File: config.mk
export PLATFORM = sky130hd
export DESIGN_NAME = reg_file_sb
export DESIGN_NICKNAME = d
export VERILOG_FILES = /design/src/rtl/reg_file_pkg.sv /design/src/rtl/reg_file_scoreboard.sv /design/src/rtl/reg_file_sb.sv
export SDC_FILE = /design/constraint.sdc
export NUM_CORES = 1
export LEC_CHECK = 0
export ABC_AREA = 1
export BUFFER_PORTS_ARGS = -buffer_cell sky130_fd_sc_hd__clkbuf_2
export CAP_MARGIN = 20
export CORE_AREA = 4 4 89 91
export DETAILED_ROUTE_END_ITERATION = 12
export DIE_AREA = 0 0 93 95
export GPL_ROUTABILITY_DRIVEN = 1
export PLACE_DENSITY = 0.84
export SLEW_MARGIN = 30
export SYNTH_ARGS = -nofsm -noshare
export SYNTH_HDL_FRONTEND = slang
export SYNTH_SLANG_ARGS = --single-unit
export TNS_END_PERCENT = 5
File: constraint.sdc
create_clock -name clk -period 2.5 [get_ports clk]
set_input_delay 0.125 -clock clk [delete_from_list [all_inputs] [get_ports clk]]
set_output_delay 0.125 -clock clk [all_outputs]
set_load 0.05 [all_outputs]
File: src/rtl/reg_file_pkg.sv
// Shared defaults and types for the reg_file_sb register file and its scoreboard.
package reg_file_pkg;

    localparam int DW_DEF  = 8;
    localparam int PW_DEF  = 3;
    localparam int NRD_DEF = 2;

    typedef logic [DW_DEF-1:0] data_t;
    typedef logic [PW_DEF-1:0] addr_t;

endpackage

File: src/rtl/reg_file_scoreboard.sv
// Per-register pending bits: set by reservations, cleared by writes; drives rd_pend, stall, resv_busy.
module reg_file_scoreboard
    import reg_file_pkg::*;
#(
    parameter int PW  = PW_DEF,
    parameter int NRD = NRD_DEF
) (
    input  logic                    clk,
    input  logic                    rst_n,
    input  logic                    wr_en,
    input  logic [PW-1:0]           wr_addr,
    input  logic                    resv_en,
    input  logic [PW-1:0]           resv_addr,
    input  logic [NRD-1:0][PW-1:0]  rd_addr,
    input  logic [NRD-1:0]          rd_use,
    input  logic [NRD-1:0]          byp_hit,
    output logic [NRD-1:0]          rd_pend,
    output logic                    stall,
    output logic                    resv_busy
);

    localparam int DEPTH = 2**PW;

    logic [DEPTH-1:0] pend_reg;
    logic [DEPTH-1:0] pend_next;

    // Reservation is applied after the clear so a same-address write+reserve leaves the bit set.
    always_comb begin
        pend_next = pend_reg;
        if (wr_en) begin
            pend_next[wr_addr] = 1'b0;
        end
        if (resv_en) begin
            pend_next[resv_addr] = 1'b1;
        end
    end

    always_ff @(posedge clk or negedge rst_n) begin
        if (!rst_n) begin
            pend_reg <= '0;
        end else begin
            pend_reg <= pend_next;
        end
    end

    generate
        for (genvar gi = 0; gi < NRD; gi++) begin : g_port
            assign rd_pend[gi] = pend_reg[rd_addr[gi]] & ~byp_hit[gi];
        end
    endgenerate

    assign stall     = |(rd_use & rd_pend);
    assign resv_busy = pend_reg[resv_addr];

endmodule

File: src/rtl/reg_file_sb.sv
// Multi-port register file with write bypass, optional zero register and load scoreboard.
// Define REG_FILE_TRACE_EN for simulation trace of writes, reservations and stalls.
module reg_file_sb
    import reg_file_pkg::*;
#(
    parameter int DW       = DW_DEF,
    parameter int PW       = PW_DEF,
    parameter int NRD      = NRD_DEF,
    parameter int BYPASS   = 1,
    parameter int ZERO_REG = 0
) (
    input  logic                    clk,
    input  logic                    rst_n,
    input  logic                    wr_en,
    input  logic [PW-1:0]           wr_addr,
    input  logic [DW-1:0]           dat_in,
    input  logic [NRD-1:0][PW-1:0]  rd_addr,
    input  logic [NRD-1:0]          rd_use,
    output logic [NRD-1:0][DW-1:0]  dat_out,
    output logic [NRD-1:0]          rd_pend,
    output logic                    stall,
    input  logic                    resv_en,
    input  logic [PW-1:0]           resv_addr,
    output logic                    resv_busy
);

    localparam int DEPTH = 2**PW;

    logic [DW-1:0]  core_reg [DEPTH];
    logic           wr_ok;
    logic           resv_ok;
    logic [NRD-1:0] byp_hit;

    // Entry 0 swallows writes and reservations when it is the hardwired zero.
    assign wr_ok   = wr_en   && !((ZERO_REG != 0) && (wr_addr   == '0));
    assign resv_ok = resv_en && !((ZERO_REG != 0) && (resv_addr == '0));

    always_ff @(posedge clk or negedge rst_n) begin
        if (!rst_n) begin
            for (int i = 0; i < DEPTH; i++) begin
                core_reg[i] <= '0;
            end
        end else if (wr_ok) begin
            core_reg[wr_addr] <= dat_in;
        end
    end

    generate
        for (genvar gi = 0; gi < NRD; gi++) begin : g_rd
            logic is_zero;
            assign is_zero     = (ZERO_REG != 0) && (rd_addr[gi] == '0);
            assign byp_hit[gi] = (BYPASS != 0) && wr_en && (rd_addr[gi] == wr_addr);
            // Reset gating keeps the bypass path from leaking dat_in while rst_n is held.
            assign dat_out[gi] = (!rst_n || is_zero) ? '0 :
                                 byp_hit[gi]         ? dat_in :
                                                       core_reg[rd_addr[gi]];
        end
    endgenerate

    reg_file_scoreboard #(
        .PW  (PW),
        .NRD (NRD)
    ) u_sb (
        .clk       (clk),
        .rst_n     (rst_n),
        .wr_en     (wr_ok),
        .wr_addr   (wr_addr),
        .resv_en   (resv_ok),
        .resv_addr (resv_addr),
        .rd_addr   (rd_addr),
        .rd_use    (rd_use),
        .byp_hit   (byp_hit),
        .rd_pend   (rd_pend),
        .stall     (stall),
        .resv_busy (resv_busy)
    );

`ifdef REG_FILE_TRACE_EN
    always @(posedge clk) begin
        if (rst_n) begin
            if (wr_ok) begin
                $display("reg_file_sb: write addr %0d data %h", wr_addr, dat_in);
            end
            if (resv_ok) begin
                $display("reg_file_sb: reserve addr %0d", resv_addr);
            end
            for (int i = 0; i < NRD; i++) begin
                if (rd_use[i] && rd_pend[i]) begin
                    $display("reg_file_sb: stall port %0d addr %0d", i, rd_addr[i]);
                end
            end
        end
    end
`endif

endmodule

==> impl_metrics.tcl <==
set metrics [dict create \
    status "finished, final reports clean" \
    critPathMaxStageDelay_ns 0.36 \
    grt_usage 0.3010 \
    vias_per_cell 5.881 \
    ys_ff_latch 72 \
    synth_cell_types 24 \
    setup_ws_ns 0.4999 \
    seq_area_sq_um 1802 \
    fp.dieW_um 93 \
    path_class "primary input to primary output" \
    cts_buffer_depth 2 \
    gp_congestion 0.9434 \
    layout_min_cycle_time_ns 2.000 \
    multiInputGateArea_sq_um 2227 \
    power_mw 3.541 \
    clk_latency_ns 0.34 \
    slowest_stage "inv_2" \
    ios 46 \
    finalNetCount 713 \
    drt-pass1-iter-count 6 \
    rsz0062_at_grt "no" \
    overflow 0 \
    synthToLayoutAreaGrowth_pct 9.472 \
    fin_setup_tns_ns 0 \
    fin_crit_sh 0.8000 \
    required_ns 2.38 \
    netlist_instances 657 \
    largest_reg_flops 64 \
    cts_htree_levels 3 \
    totalWireLength_mm 12.77 \
    first_global_vias 4277 \
    fp.dieH_um 95 \
    final_area_sq_um 4873 \
    cp-start-kind "primary input" \
    layout_commonest_cell "nand2_1" \
    core_area_sq_um 7137 \
    vias 4646 \
    drive_above_1_share 0.1375 \
    synth_area_sq_um 4452 \
    maxCapViolCount 0 \
    initial_core_util 0.6238 \
    dp.cells 774 \
    antenna_found_initial 0 \
    place_hpwl_mm 8.848 \
    clock-sinks 72 \
    numCtsBuffers 9 \
    synth-edff-count 0 \
    dp_worst_setup_slack_ns 0.5719 \
    post-cts-setup-buffer-count 0 \
    grt_max_degree 50 \
    ant_nets 0 \
    crit_chain "clkbuf_2, inv_2, nor2_1, nor2_1, nand2_2, nand2_1, nor2_1, nor2_1, clkbuf_2" \
    clk_pin_slew_ns 0.08 \
    avgSynthCellArea_sq_um 6.776 \
    hp-class "primary input to flip-flop" \
    drtIter0Drc 568 \
    cts_resized 0 \
    synth-main-ff-cell "dfrtp_1" \
    placed_area_sq_um 4643 \
    ys_warn_count 0 \
    cp.arrival_ns 1.88 \
    ir_drop_v 0.0004151 \
    end_kind "primary output" \
    diodes 0 \
    grt_pass1_wl_mm 20.78 \
    worstMarginPinSlew_ns 0.5919 \
    skew_ns 0 \
    drc_errors 0 \
    fmax_ghz 0.5000 \
    dieArea_sq_um 8835 \
    cts_tree "done" \
    powerDensity_nw_per_um2 726.7 \
    cpLargestDelayFamily "simple AND/OR/NAND/NOR gates" \
    layout_common_cells "194 x nand2_1, 72 x dfrtp_1, 70 x nor2_1" \
    critPathMaxFanout 22 \
    syn_nets 683 \
    worst-path-buf-inv 3 \
    maxSlewHeadroom 0.6050 \
    fin_cells 790 \
    ys_seq_area_frac 0.4047 \
    hold_violations 0 \
    ctsRootBufferMaster "clkbuf_8" \
    fp-row-count 31 \
    layout.filler_cells 636 \
    maxSlewViolCount 0 \
    io_buffers 45 \
    p_leak_nw 2.431 \
    async_flop_share 1.000 \
    worst_path_most_repeated_cell "nor2_1" \
    setup_violations 0 \
    routedWlPerCell_um 16.16 \
]
-- through the flow --
| stage | utilization | hold slack, ns |
|---|---|---|
| 3_5_place_dp | 0.6506 | 0.1442 |
| 6_report | 0.6829 | 0.05831 |
| 2_1_floorplan | - | -0.1706 |
| 5_1_grt | 0.6829 | 0.07524 |
| 4_1_cts | 0.6829 | 0.05742 |
| 3_3_place_gp | 0.6506 | 0.1397 |
-- power by group --
| part | leakage (nW) | switching (mW) | internal (mW) |
|---|---|---|---|
| sequential | 0.878 | 0.158 | 1.39 |
| clock | 0.112 | 0.424 | 0.610 |
| combinational | 1.44 | 0.656 | 0.301 |
-- cell families after synthesis --
kind of cell	count (synthesis)	synth area share
and+or+nand+nor	339	0.3167
AOI/OAI and AO/OA	158	0.1835
buffers and inverters	88	0.09500
DFF	72	0.4047
-- cells in the mapped netlist, types with 7 or more instances --
cell type | instances | share of area
a21oi_1 | 41 | 0.046
o21ai_0 | 61 | 0.069
inv_2 | 14 | 0.012
o22ai_1 | 8 | 0.011
nand3_1 | 60 | 0.067
nand2_1 | 194 | 0.16
buf_2 | 19 | 0.021
o21ai_1 | 43 | 0.048
dfrtp_1 | 72 | 0.40
inv_1 | 38 | 0.032
buf_6 | 7 | 0.018
nor2_1 | 70 | 0.059
-- final cells by class --
class / count / share of cell area
clock buffer: 12 / 0.03184
clock inverter: 3 / 0.01335
inverter: 52 / 0.04005
multi-input combinational: 497 / 0.4570
sequential: 72 / 0.3697
tap: 99 / 0.02542
timing repair buffer: 55 / 0.06264
-- what timing repair did --
action,CTS,global route
endpoints found under the setup margin,0,0
hold endpoints to repair,31,0
hold buffers,1,0
-- per-layer routing --
layer / wire, um / vias to the layer above / track usage
li1: - / 2198 / -
met1: 5129 / 2136 / 0.3991
met2: 6132 / 269 / 0.4919
met3: 1092 / 43 / 0.04223
met4: 412 / 0 / 0.1368
met5: 0 / - / 0
-- final timing paths --
path / startpoint / to / slack [ns] / depth (start not counted)
setup / recovery: rd_addr[4] / dat_out[10] / 0.50 / 9
hold / removal: dat_in[1] / core_reg[41] / 0.06 / 3
setup reg to reg: u_sb.pend_reg[0] / u_sb.pend_reg[0] / 1.76 / 2
hold reg to reg: core_reg[9] / core_reg[9] / 0.53 / 2
max in group asynchronous: rst_n / core_reg[4] / 1.47 / 3
min in group asynchronous: rst_n / core_reg[60] / 0.31 / 2
-- tightest hold or removal path, stage by stage --
cell and delay (ns):
clkbuf_2 0.13, nand2_1 0.06, o21ai_0 0.06
Note: power is estimated with default switching activity, not from simulation.
